<file path="src/rtl/pes_ram_bist_pkg.sv">
// Shared sizes, limits and FSM encoding for the dual-port RAM march BIST.
package pes_ram_bist_pkg;

  localparam int unsigned DATA_W  = 8;
  localparam int unsigned ADDR_W  = 6;
  localparam int unsigned DEPTH   = 64;
  localparam int unsigned ERR_W   = 7;
  localparam int unsigned ERR_MAX = 127;

  typedef enum logic [2:0] {
    StIdle,
    StW0,
    StR0,
    StD0,
    StW1,
    StR1,
    StD1,
    StDone
  } bist_state_e;

endpackage

</file>
<file path="src/rtl/pes_ram_bist_ctrl_if.sv">
// Both ports of the dual-port RAM under test; the controller is the master.
interface pes_ram_bist_ctrl_if #(
  parameter int unsigned DATA_W = 8,
  parameter int unsigned ADDR_W = 6
) ();

  logic [ADDR_W-1:0] ram_addr_a;
  logic [DATA_W-1:0] ram_data_a;
  logic              ram_we_a;
  logic [DATA_W-1:0] ram_q_a;
  logic [ADDR_W-1:0] ram_addr_b;
  logic [DATA_W-1:0] ram_data_b;
  logic              ram_we_b;
  logic [DATA_W-1:0] ram_q_b;

  modport master (
    output ram_addr_a, ram_data_a, ram_we_a,
    input  ram_q_a,
    output ram_addr_b, ram_data_b, ram_we_b,
    input  ram_q_b
  );

  modport slave (
    input  ram_addr_a, ram_data_a, ram_we_a,
    output ram_q_a,
    input  ram_addr_b, ram_data_b, ram_we_b,
    output ram_q_b
  );

endinterface

</file>
<file path="src/rtl/pes_ram_bist_cmp.sv">
// Read-data checker: aligns expected data/address with the 1-cycle RAM read latency,
// counts mismatches (saturating) and records the first failing address and data.
module pes_ram_bist_cmp
  import pes_ram_bist_pkg::*;
#(
  parameter int unsigned DATA_W = pes_ram_bist_pkg::DATA_W,
  parameter int unsigned ADDR_W = pes_ram_bist_pkg::ADDR_W
) (
  input  logic              clk,
  input  logic              rst,
  input  logic              i_clr,
  input  logic              i_rd_en,
  input  logic              i_rd_port_a,
  input  logic [DATA_W-1:0] i_exp,
  input  logic [ADDR_W-1:0] i_addr,
  input  logic [DATA_W-1:0] i_q_a,
  input  logic [DATA_W-1:0] i_q_b,
  output logic [ERR_W-1:0]  o_err_count,
  output logic [ADDR_W-1:0] o_fail_addr,
  output logic [DATA_W-1:0] o_fail_data
);

  logic              r_vld;
  logic              r_sel_a;
  logic [DATA_W-1:0] r_exp;
  logic [ADDR_W-1:0] r_addr;
  logic [ERR_W-1:0]  r_err;
  logic [ADDR_W-1:0] r_fail_addr;
  logic [DATA_W-1:0] r_fail_data;

  logic [DATA_W-1:0] w_q;
  logic              w_mis;

  always_comb begin
    w_q   = r_sel_a ? i_q_a : i_q_b;
    w_mis = r_vld && (w_q != r_exp);
  end

  always_ff @(posedge clk) begin
    if (rst || i_clr) begin
      r_vld       <= 1'b0;
      r_sel_a     <= 1'b0;
      r_exp       <= '0;
      r_addr      <= '0;
      r_err       <= '0;
      r_fail_addr <= '0;
      r_fail_data <= '0;
    end else begin
      r_vld   <= i_rd_en;
      r_sel_a <= i_rd_port_a;
      r_exp   <= i_exp;
      r_addr  <= i_addr;
      if (w_mis) begin
        if (r_err != ERR_W'(ERR_MAX)) begin
          r_err <= r_err + ERR_W'(1);
        end
        // The count never wraps, so zero means no mismatch has been captured yet.
        if (r_err == '0) begin
          r_fail_addr <= r_addr;
          r_fail_data <= w_q;
        end
      end
    end
  end

  assign o_err_count = r_err;
  assign o_fail_addr = r_fail_addr;
  assign o_fail_data = r_fail_data;

endmodule

</file>
<file path="src/rtl/pes_ram_bist_ctrl.sv">
// March BIST for a dual-port RAM: write P up / read P up via A,B, then write ~P down /
// read ~P down via B,A, with a drain cycle after each read phase.
module pes_ram_bist_ctrl
  import pes_ram_bist_pkg::*;
#(
  parameter int unsigned DATA_W = pes_ram_bist_pkg::DATA_W,
  parameter int unsigned ADDR_W = pes_ram_bist_pkg::ADDR_W,
  parameter int unsigned DEPTH  = pes_ram_bist_pkg::DEPTH
) (
  input  logic                 clk,
  input  logic                 rst,
  input  logic                 start,
  input  logic [DATA_W-1:0]    pattern,
  output logic                 busy,
  output logic                 done,
  output logic                 pass,
  output logic [ERR_W-1:0]     err_count,
  output logic [ADDR_W-1:0]    fail_addr,
  output logic [DATA_W-1:0]    fail_data,
  pes_ram_bist_ctrl_if.master  ram
);

  localparam logic [ADDR_W-1:0] AddrLast = ADDR_W'(DEPTH - 1);

  bist_state_e       r_state;
  logic [ADDR_W-1:0] r_addr;
  logic [DATA_W-1:0] r_pat;

  bist_state_e       w_state_d;
  logic [ADDR_W-1:0] w_addr_d;
  logic [DATA_W-1:0] w_pat_d;
  logic              w_accept;
  logic              w_rd_en;
  logic              w_rd_port_a;
  logic [DATA_W-1:0] w_exp;

  always_ff @(posedge clk) begin
    if (rst) begin
      r_state <= StIdle;
      r_addr  <= '0;
      r_pat   <= '0;
    end else begin
      r_state <= w_state_d;
      r_addr  <= w_addr_d;
      r_pat   <= w_pat_d;
    end
  end

  always_comb begin
    w_state_d = r_state;
    w_addr_d  = r_addr;
    w_pat_d   = r_pat;
    w_accept  = start && ((r_state == StIdle) || (r_state == StDone));
    unique case (r_state)
      StIdle, StDone: begin
        if (w_accept) begin
          w_state_d = StW0;
          w_addr_d  = '0;
          w_pat_d   = pattern;
        end
      end
      StW0: begin
        if (r_addr == AddrLast) begin
          w_state_d = StR0;
          w_addr_d  = '0;
        end else begin
          w_addr_d = r_addr + ADDR_W'(1);
        end
      end
      StR0: begin
        if (r_addr == AddrLast) w_state_d = StD0;
        else                    w_addr_d  = r_addr + ADDR_W'(1);
      end
      StD0: begin
        w_state_d = StW1;
        w_addr_d  = AddrLast;
      end
      StW1: begin
        if (r_addr == '0) begin
          w_state_d = StR1;
          w_addr_d  = AddrLast;
        end else begin
          w_addr_d = r_addr - ADDR_W'(1);
        end
      end
      StR1: begin
        if (r_addr == '0) w_state_d = StD1;
        else              w_addr_d  = r_addr - ADDR_W'(1);
      end
      StD1:    w_state_d = StDone;
      default: w_state_d = StIdle;
    endcase
  end

  // Ports not used by the current phase are parked at zero.
  always_comb begin
    ram.ram_addr_a = ((r_state == StW0) || (r_state == StR1)) ? r_addr : '0;
    ram.ram_data_a = (r_state == StW0) ? r_pat : '0;
    ram.ram_we_a   = (r_state == StW0);
    ram.ram_addr_b = ((r_state == StR0) || (r_state == StW1)) ? r_addr : '0;
    ram.ram_data_b = (r_state == StW1) ? ~r_pat : '0;
    ram.ram_we_b   = (r_state == StW1);
  end

  always_comb begin
    w_rd_en     = (r_state == StR0) || (r_state == StR1);
    w_rd_port_a = (r_state == StR1);
    w_exp       = (r_state == StR1) ? ~r_pat : r_pat;
    busy        = (r_state != StIdle) && (r_state != StDone);
    done        = (r_state == StDone);
    pass        = done && (err_count == '0);
  end

  pes_ram_bist_cmp #(
    .DATA_W (DATA_W),
    .ADDR_W (ADDR_W)
  ) u_cmp (
    .clk         (clk),
    .rst         (rst),
    .i_clr       (w_accept),
    .i_rd_en     (w_rd_en),
    .i_rd_port_a (w_rd_port_a),
    .i_exp       (w_exp),
    .i_addr      (r_addr),
    .i_q_a       (ram.ram_q_a),
    .i_q_b       (ram.ram_q_b),
    .o_err_count (err_count),
    .o_fail_addr (fail_addr),
    .o_fail_data (fail_data)
  );

endmodule

</file>
<file path="src/flat_wrapper.sv">
// flat-port wrapper written by rule: the top's interface ports become plain ports
module pes_ram_bist_ctrl_flat import pes_ram_bist_pkg::*;
#(
  parameter int unsigned DATA_W = pes_ram_bist_pkg::DATA_W,
  parameter int unsigned ADDR_W = pes_ram_bist_pkg::ADDR_W,
  parameter int unsigned DEPTH  = pes_ram_bist_pkg::DEPTH
)
  (clk, rst, start, pattern, busy, done, pass, err_count, fail_addr, fail_data, ram_ram_addr_a, ram_ram_data_a, ram_ram_we_a, ram_ram_q_a, ram_ram_addr_b, ram_ram_data_b, ram_ram_we_b, ram_ram_q_b);
  pes_ram_bist_ctrl_if #(.DATA_W(DATA_W), .ADDR_W(ADDR_W)) ram_i ();
  input  logic clk;
  input  logic rst;
  input  logic start;
  input  logic [DATA_W-1:0] pattern;
  output logic busy;
  output logic done;
  output logic pass;
  output logic [ERR_W-1:0] err_count;
  output logic [ADDR_W-1:0] fail_addr;
  output logic [DATA_W-1:0] fail_data;
  output wire logic [$bits(ram_i.ram_addr_a)-1:0] ram_ram_addr_a;
  output wire logic [$bits(ram_i.ram_data_a)-1:0] ram_ram_data_a;
  output wire logic [$bits(ram_i.ram_we_a)-1:0] ram_ram_we_a;
  input wire logic [$bits(ram_i.ram_q_a)-1:0] ram_ram_q_a;
  output wire logic [$bits(ram_i.ram_addr_b)-1:0] ram_ram_addr_b;
  output wire logic [$bits(ram_i.ram_data_b)-1:0] ram_ram_data_b;
  output wire logic [$bits(ram_i.ram_we_b)-1:0] ram_ram_we_b;
  input wire logic [$bits(ram_i.ram_q_b)-1:0] ram_ram_q_b;
  assign ram_ram_addr_a = ram_i.ram_addr_a;
  assign ram_ram_data_a = ram_i.ram_data_a;
  assign ram_ram_we_a = ram_i.ram_we_a;
  assign ram_i.ram_q_a = ram_ram_q_a;
  assign ram_ram_addr_b = ram_i.ram_addr_b;
  assign ram_ram_data_b = ram_i.ram_data_b;
  assign ram_ram_we_b = ram_i.ram_we_b;
  assign ram_i.ram_q_b = ram_ram_q_b;
  pes_ram_bist_ctrl #(.DATA_W(DATA_W), .ADDR_W(ADDR_W), .DEPTH(DEPTH)) u_core (.clk(clk), .rst(rst), .start(start), .pattern(pattern), .busy(busy), .done(done), .pass(pass), .err_count(err_count), .fail_addr(fail_addr), .fail_data(fail_data), .ram(ram_i));
endmodule
</file>
<file path="config.mk">
export PLATFORM = sky130hd
export DESIGN_NAME = pes_ram_bist_ctrl_flat
export DESIGN_NICKNAME = d
export VERILOG_FILES = /design/src/rtl/pes_ram_bist_pkg.sv /design/src/rtl/pes_ram_bist_ctrl_if.sv /design/src/rtl/pes_ram_bist_cmp.sv /design/src/rtl/pes_ram_bist_ctrl.sv /design/src/flat_wrapper.sv
export SDC_FILE = /design/constraint.sdc
export NUM_CORES = 1
export LEC_CHECK = 0
export CAP_MARGIN = 20
export CORE_MARGIN = 4
export CORE_UTILIZATION = 25
export DETAILED_ROUTE_END_ITERATION = 10
export PLACE_DENSITY = 0.53
export SKIP_CTS_REPAIR_TIMING = 1
export SYNTH_ARGS = -nofsm -noshare
export SYNTH_HDL_FRONTEND = slang
export SYNTH_HIERARCHICAL = 1
export SYNTH_SLANG_ARGS = --single-unit
</file>
<file path="constraint.sdc">
create_clock -name clk -period 5.75 [get_ports clk]
set_input_delay 1.15 -clock clk [delete_from_list [all_inputs] [get_ports clk]]
set_output_delay 1.15 -clock clk [all_outputs]
set_load 0.05 [all_outputs]
</file>
**Word-level counts from Yosys, hierarchy flattened**

Cells that the tools add are included.

- Flip-flop bits (word level): 54
- Input port bits: 27

- Bitwise operators: 1
- Reductions and logical operators: 20
- Eq/ne operators: 18
- Muxes and demuxes: 18
- Add/subtract/negate cells: 3

Operators by type and width:

| cell | count |
|---|---|
| 6-bit two-way mux | 7 |
| 6-bit one-hot mux with 6 select lines | 1 |
| 8-bit two-way mux | 4 |
| 3-bit one-hot mux with 7 select lines | 1 |
| 3-bit two-way mux | 5 |
| 3-bit == test, second input constant | 4 |
| 2-bit by 1-bit inequality test with 1-bit output, second input constant | 4 |
| 8-bit inequality test | 1 |
| 8-bit inverter | 1 |
| 7-bit by 1-bit adder with 7-bit output, second input constant | 1 |
| 7-bit zero test | 1 |
| 7-bit inequality test, second input constant | 1 |
| 6-bit by 1-bit adder with 6-bit output, second input constant | 1 |
| 3-bit by 2-bit == test with 1-bit output, second input constant | 2 |
| 6-bit == test, second input constant | 1 |
| 6-bit zero test | 1 |
| 2-bit inequality test, second input constant | 3 |
| 2-bit AND reduction | 3 |
| 6-bit nonzero test | 1 |
| 6-bit by 1-bit subtractor with 6-bit output, second input constant | 1 |
| 1-bit logical OR | 5 |
| 5-bit AND reduction | 1 |
| 1-bit logical AND | 4 |
| 4-bit AND reduction | 1 |
| other kinds (5) | 5 |

**Depth between registers and ports, before layout**

Gate-level depths: netlist of run 1.

- Depth in word-level cells: 5
- Gate-level depth with buffers: 12

**Cells and area by module**

The synthesis of run 1 kept the hierarchy.

By module, submodules not included:

| module | times used | cells each | seq. area each (sq um) | area each (sq um) |
|---|---|---|---|---|
| pes_ram_bist_cmp | 1 | 146 | 740.7 | 1536.5 |
| pes_ram_bist_ctrl | 1 | 206 | 340.3 | 1530.2 |

**Least setup slack after synthesis of run 1**

Ideal clock, no wire load.

- Path type: register to output
- Start point: register u_core.r_state[2]
- End point: output port pass
- Stages on the path, launching flop included: 6
- Setup slack: 1.680 ns
- Arrival: 2.920 ns
- Cell sequence: dfxtp_1 > buf_2 > clkbuf_1 > and2_1 > nand2_1 > nor4_1

- Word-level cells in the longest chain between the ends: 2

RTL lines:

| what | line | text |
|---|---|---|
| from (decl) | pes_ram_bist_ctrl.sv:25 | `bist_state_e r_state;` |
| from (signal assigned) | pes_ram_bist_ctrl.sv:39 | `r_state <= StIdle;` |
| from (signal assigned) | pes_ram_bist_ctrl.sv:43 | `r_state <= w_state_d;` |
| 3-bit == test | pes_ram_bist_ctrl.sv:110 | `done = (r_state == StDone);` |
| via done | flat_wrapper.sv:15 | `output logic done;` |
| 1-bit logical AND | pes_ram_bist_ctrl.sv:111 | `pass = done && (err_count == '0);` |
| to (decl) | flat_wrapper.sv:16 | `output logic pass;` |

The timed path passes the listed nets, and every way through them passes these cells.

**Worst setup path in the final report of run 1**

- Start point: register u_core.r_state[2]
- End point: output port ram_ram_addr_b[4]

- Word-level cells in the longest chain between the ends: 3

RTL lines:

| what | line | text |
|---|---|---|
| 3-bit by 2-bit == test with 1-bit output or 3-bit == test (tied branches) | pes_ram_bist_ctrl.sv:100 | `ram.ram_addr_b = ((r_state == StR0) \|\| (r_state == StW1)) ? r_addr : '0;` |
| 1-bit logical OR (*) | pes_ram_bist_ctrl.sv:100 |  |
| 6-bit two-way mux (*) | pes_ram_bist_ctrl.sv:100 |  |
| to (decl) | flat_wrapper.sv:24 | `output wire logic [$bits(ram_i.ram_addr_b)-1:0] ram_ram_addr_b;` |

Mark *: on every way between the ends. The rest lies on a longest branch, timed or not.

==> impl_metrics.yaml, run 1 <==
global_route:
  grt_pass1_vias: 2638
  antenna_found_initial: 0
  grtUsageTotal_pct: 11.1
  grt_pass1_wl_um: 13100
  overflow: 0
  grt_max_degree: 25
route:
  drc: 0
  dr.pass1.iters: 4
  vias: 2644
  drt_iter0_drc: 213
  viasPerCell: 4.67
  ant_nets: 0
  wl_per_cell_um: 14.0
  drt_wl_total_um: 7920
sta:
  worstMarginPinSlew_ps: 771
  hold_viol_final: 0
  setup_viol: 0
  slew_viol_final: 0
  skew_ps: 5.04
  max_freq_mhz: 250
  timing.final.ws_setup_ps: 1740
  maxSlewHeadroom_pct: 48.4
  grt_setup_unrepaired: "false"
  fin_tns_setup_ps: 0
  fin_crit_ps: 4010
  finalCritPeriodShare_pct: 69.7
flow_run:
  maxCapViolations: 0
critical_path:
  crit_chain: "nand2_1, and2_1, nor2b_1, clkdlybuf4s50_1"
  crit_path_max_incr_delay_ps: 820
  cp_slowest_cell: "dfxtp_1"
  crit_arrival_ps: 2860
  endpoint_kind: "primary output"
  critPathLaunchType: "register"
  crit_type: "register to primary output"
  cp-endpoint: "ram_ram_addr_b[4]"
  worstPathRequired_ps: 4600
  r2r_end: "u_core/u_cmp/o_err_count[3]"
  crit_start: "u_core/r_state[2]"
  crit_fanout: 24
  rr_worst_depth: 8
  rr_startpoint: "u_core/r_state[2]"
  rrSetupSlack_ps: 3080
cells_and_area:
  fin_cells: 566
  drive_gt1_share_pct: 8.59
  post-route-util_pct: 34.1
  antenna_cells: 0
  syn_to_final_growth_pct: 33.5
  final_nets: 454
synthesis:
  yosysWarnings: 6
  ys_seq_elements: 54
  syn_area_um2: 3070
  seq_area_frac_synth_pct: 35.3
  synth.avg_cell_area_um2: 8.71
  synth-main-ff-cell: "dfxtp_1"
  synth-edff-count: 0
  ys_types: 56
  async_reset_ff_share_pct: 0
  syn_inst: 352
  syn_nets: 388
clocking:
  clk_path_buf_depth: 2
  ctsHtreeMaxLevel: 2
  clk_pin_slew_ps: 70
  numCtsBuffers: 5
  cts_tree: "done"
  insertion_delay_ps: 290
  cts_sinks: 54
  clockRootBuffer: "clkbuf_16"
power_and_ir_drop:
  irDropWorstVdd_mv: 0.204
  p_sw_w: 0.000608
  internal_power_w: 0.000838
  switching_share_pct: 42.1
  power_density_nw_per_um2: 353
  pwr-share-seq_pct: 32.4
  clockPowerShare_pct: 21.0
  comb_power_share_pct: 46.6
  p_leak_nw: 1.46
placement:
  globalplace.congestion: 0.863
  dpl.cell_count: 556
  portBuffers: 80
  dp_hpwl_um: 6100
  place_ws_ps: 2030
floorplan:
  die_w_um: 119
  num_rows: 40
  die_area_um2: 14100
  pin_count: 81
  fp.dieH_um: 119
  core-area_um2: 12000
  start_util_pct: 25.5
status:
  status: "finished clean"
hold_path:
  min_path_type: "register to register"
==> cells in the mapped netlist (8+ instances only) <==
cell | count | area, um^2
dfxtp_1 | 54 | 1080
nor2_1 | 45 | 169
and2_1 | 32 | 200
nand2_1 | 27 | 101
xnor2_1 | 19 | 166
a21oi_1 | 15 | 75.1
mux2i_1 | 15 | 150
inv_1 | 12 | 45.0
clkbuf_1 | 10 | 37.5
a211oi_2 | 9 | 113
ha_1 | 9 | 113
nand3_1 | 8 | 40.0
nor2b_1 | 8 | 50.1
==> stage by stage <==
step           total power, W  hold WS (ps)  instance area [um^2]
6_report              0.00145           479                  4100
5_1_grt               0.00154           506                  4100
4_1_cts               0.00146           486                  4070
3_5_place_dp          0.00115           469                  3920
3_3_place_gp          0.00114           448                  3920
2_1_floorplan        0.000983           431                  3070
==> state kept, by name, indices dropped and copies added, names as in the netlist <==
name,count
u_core/r_addr,6
u_core/u_cmp/o_fail_data,8
u_core/u_cmp/r_exp,8
u_core/u_cmp/r_sel_a,1
u_core/r_pat,8
u_core/u_cmp/o_fail_addr,6
u_core/u_cmp/o_err_count,7
u_core/u_cmp/r_addr,6
u_core/u_cmp/r_vld,1
u_core/r_state,3
==> routing by layer <==
layer / GRT usage (%) / wire length, um / up-vias
li1: - / - / 1331
met2: 19.0 / 3820 / 60
met4: 3.62 / 131 / 0
met5: 0 / 0 / -
met1: 13.8 / 3580 / 1242
met3: 2.58 / 391 / 11
==> cell families after synthesis <==
logic type / Yosys count / synth area share (%)
AOI/OAI and AO/OA: 63 / 16.7
xor gates and xnor gates: 22 / 6.28
adders and majority gates: 9 / 3.67
buffers and inverters: 36 / 6.00
DFF: 54 / 35.3
muxes: 19 / 6.69
and+or+nand+nor: 149 / 25.4
==> power groups by stage <==
stage	Sequential [W]	Combinational [W]	Clock, W
detailed placement	0.000479	0.000670	0
finish	0.000469	0.000674	0.000303
CTS	0.000470	0.000673	0.000314
global route	0.000479	0.000738	0.000326
global placement	0.000476	0.000664	0
floorplan	0.000474	0.000509	0
==> cell usage in the layout (no fill, tap or decap), types with 4 or more instances in the layout <==
cell             netlist  layout
nor4_1                 4       4
nand3_1                8       8
a211oi_2               9       8
nand2b_1               4       4
ha_1                   9       9
xnor2_1               19      19
and2_1                32      32
mux2i_2                4       4
a31oi_1                5       5
dfxtp_1               54      54
nand2_1               27      27
nor2_1                45      45
clkbuf_16              0       5
o22ai_1                4       4
o21ai_0                5       5
nor2b_1                8       8
mux2i_1               15      15
clkdlybuf4s50_1        0      80
a21oi_1               15      15
inv_1                 12      12
==> critical path, delay by kind of cell (launching register included) <==
| kind | cells | cell delay [ps] |
|---|---|---|
| buffers and inverters | 1 | 810 |
| AND/OR/NAND/NOR | 3 | 930 |
| flip-flops | 1 | 820 |
==> layout make-up <==
| class | instances | area (um^2) |
|---|---|---|
| repair buffers | 82 | 823 |
| fillers | 1236 | 7920 |
| multi-input cells | 262 | 1810 |
| flip-flops and latches | 54 | 1080 |
| inverters | 13 | 48.8 |
| well taps | 147 | 184 |
| clock inverters | 3 | 23.8 |
| clock buffers | 5 | 125 |
==> worst min-delay path by stage <==
stage	startpoint	endpoint	slack (ps)	cells after the start
after global routing	u_core/u_cmp/r_addr[3]	u_core/u_cmp/o_fail_addr[3]	510	2
after floorplan	u_core/r_addr[5]	u_core/u_cmp/r_addr[5]	430	1
final	u_core/u_cmp/r_addr[1]	u_core/u_cmp/o_fail_addr[1]	480	2
after CTS	u_core/u_cmp/r_addr[5]	u_core/u_cmp/o_fail_addr[5]	490	2
after global placement	u_core/u_cmp/r_addr[5]	u_core/u_cmp/o_fail_addr[5]	450	2
after detailed placement	u_core/u_cmp/r_addr[5]	u_core/u_cmp/o_fail_addr[5]	470	2
Note: power is estimated with default switching activity, not from simulation.
==> run 2: changes to the inputs <==
Settings changed: PLACE_DENSITY 0.53 to 0.54.
Clock period 5.75 ns to 3.48 ns, I/O delays scaled along.
==> run 2 against run 1 <==
Compared with the run above:
- routed wire length is 3.9% higher
- register-to-register slack worse by 2300 ps
- sequential share of layout area hardly changed
- critical endpoint is now ram_ram_data_b[4]
- largest cell class unchanged
- largest power group unchanged
==> impl_metrics.yaml, run 2 (synthesis results as in run 1) <==
status:
  status: "finished clean"
critical_path:
  crit_chain: "nand2_1, nor2_1, clkdlybuf4s50_1"
  crit_fanout: 14
  crit_path_max_incr_delay_ps: 830
  critPathLaunchType: "register"
  crit_type: "register to primary output"
  worstPathRequired_ps: 2780
  crit_start: "u_core/r_state[2]"
  crit_arrival_ps: 2390
  cp_slowest_cell: "clkdlybuf4s50_1"
  rrSetupSlack_ps: 760
  rr_startpoint: "u_core/r_state[0]"
  endpoint_kind: "primary output"
global_route:
  grt_busiest_layer: "met2"
  use_met2_pct: 18.7
  overflow: 0
  grt_max_degree: 21
  met1_usage_pct: 16.0
  grt_pass1_vias: 2681
  antenna_found_initial: 0
  grtUsageTotal_pct: 11.7
  met3_usage_pct: 2.87
  grt_pass1_wl_um: 13800
floorplan:
  core-area_um2: 12000
  fp.dieH_um: 119
  start_util_pct: 25.5
  pin_count: 81
  num_rows: 40
  die_area_um2: 14100
  die_w_um: 119
sta:
  finalCritPeriodShare_pct: 88.7
  max_freq_mhz: 324
  slew_viol_final: 0
  fin_crit_ps: 3090
  setup_viol: 0
  fin_tns_setup_ps: 0
  worstMarginPinSlew_ps: 845
  timing.final.ws_setup_ps: 395
  grt_setup_unrepaired: "false"
  skew_ps: 7.49
  hold_viol_final: 0
  maxSlewHeadroom_pct: 43.4
placement:
  dp_hpwl_um: 6330
  globalplace.congestion: 0.863
  portBuffers: 80
  place_ws_ps: 622
clocking:
  cts_tree: "done"
  clk_pin_slew_ps: 70
  cts_sinks: 54
  clockRootBuffer: "clkbuf_16"
  insertion_delay_ps: 290
  clk_path_buf_depth: 2
  ctsHtreeMaxLevel: 2
  numCtsBuffers: 5
route:
  dr.pass1.iters: 4
  ant_nets: 0
  drt_wl_total_um: 8230
  wl_per_cell_um: 14.4
  vias: 2625
  drc: 0
  drt_iter0_drc: 162
  viasPerCell: 4.61
power_and_ir_drop:
  power_w: 0.00241
  p_leak_nw: 1.52
  irDropWorstVdd_mv: 0.261
  power_density_nw_per_um2: 590
cells_and_area:
  layout_commonest_cell: "clkdlybuf4s50_1"
  most-common-layout-cells: "clkdlybuf4s50_1 (66), dfxtp_1 (54), nor2_1 (45)"
  fillers: 1253
  syn_to_final_growth_pct: 33.4
  antenna_cells: 0
  final_nets: 458
  drive_gt1_share_pct: 13.0
flow_run:
  maxCapViolations: 0
hold_path:
  min_from: "u_core/u_cmp/r_addr[0]"
  min_path_type: "register to register"
-- run 2: changes by cell type in the layout (fill, tap and decap cells not counted) --
| cell | delta |
|---|---|
| clkinvlp_4 | -2 |
| buf_4 | +19 |
| clkdlybuf4s50_1 | -14 |
| nor4_2 | +1 |
| buf_8 | -1 |
| nor4_1 | -1 |
| inv_6 | +1 |
| clkinv_4 | +1 |
-- run 2: stage by stage --
stage          utilization, %  hold slack, ps  instances  area, um^2
2_1_floorplan               -             431        352        3070
3_3_place_gp             32.8             449        562        3940
3_5_place_dp             32.8             464        562        3940
4_1_cts                  34.1             480        570        4090
5_1_grt                  34.1             517        570        4090
6_report                 34.1             470        570        4090
-- run 2: report_power, final --
part           switching [W]  internal, W  total, W
Combinational       0.000686     0.000439   0.00113
Clock               0.000238     0.000274  0.000512
Sequential         0.0000927     0.000684  0.000777
Total                0.00102      0.00140   0.00241
-- run 2: worst max-delay path: cells and delay by family (launching register included) --
| kind | cells | cell delay [ps] |
|---|---|---|
| simple gates | 2 | 640 |
| flops | 1 | 620 |
| buf+inv | 1 | 830 |
-- run 2: final timing paths --
path | to | depth (start not counted)
max reg2reg | u_core/u_cmp/o_err_count[3] | 10
min | u_core/u_cmp/o_fail_addr[0] | 2
max | ram_ram_data_b[4] | 3
min reg2reg | u_core/u_cmp/o_fail_addr[0] | 2
-- run 2: layer usage --
layer,part of all wire [%],vias up,wire length [um]
li1,-,1336,-
met1,47,1196,3850
met2,46,82,3780
met3,6.0,11,496
met4,1.2,0,100
met5,0,-,0
-- run 2: cell type report --
class	instances	area [um^2]	area share, %
Sequential cell	54	1080	26.4
Tap cell	147	184	4.50
Timing Repair Buffer	86	811	19.8
Clock inverter	3	26.3	0.642
Inverter	13	48.8	1.19
Multi-Input combinational cell	262	1820	44.4
Clock buffer	5	125	3.06
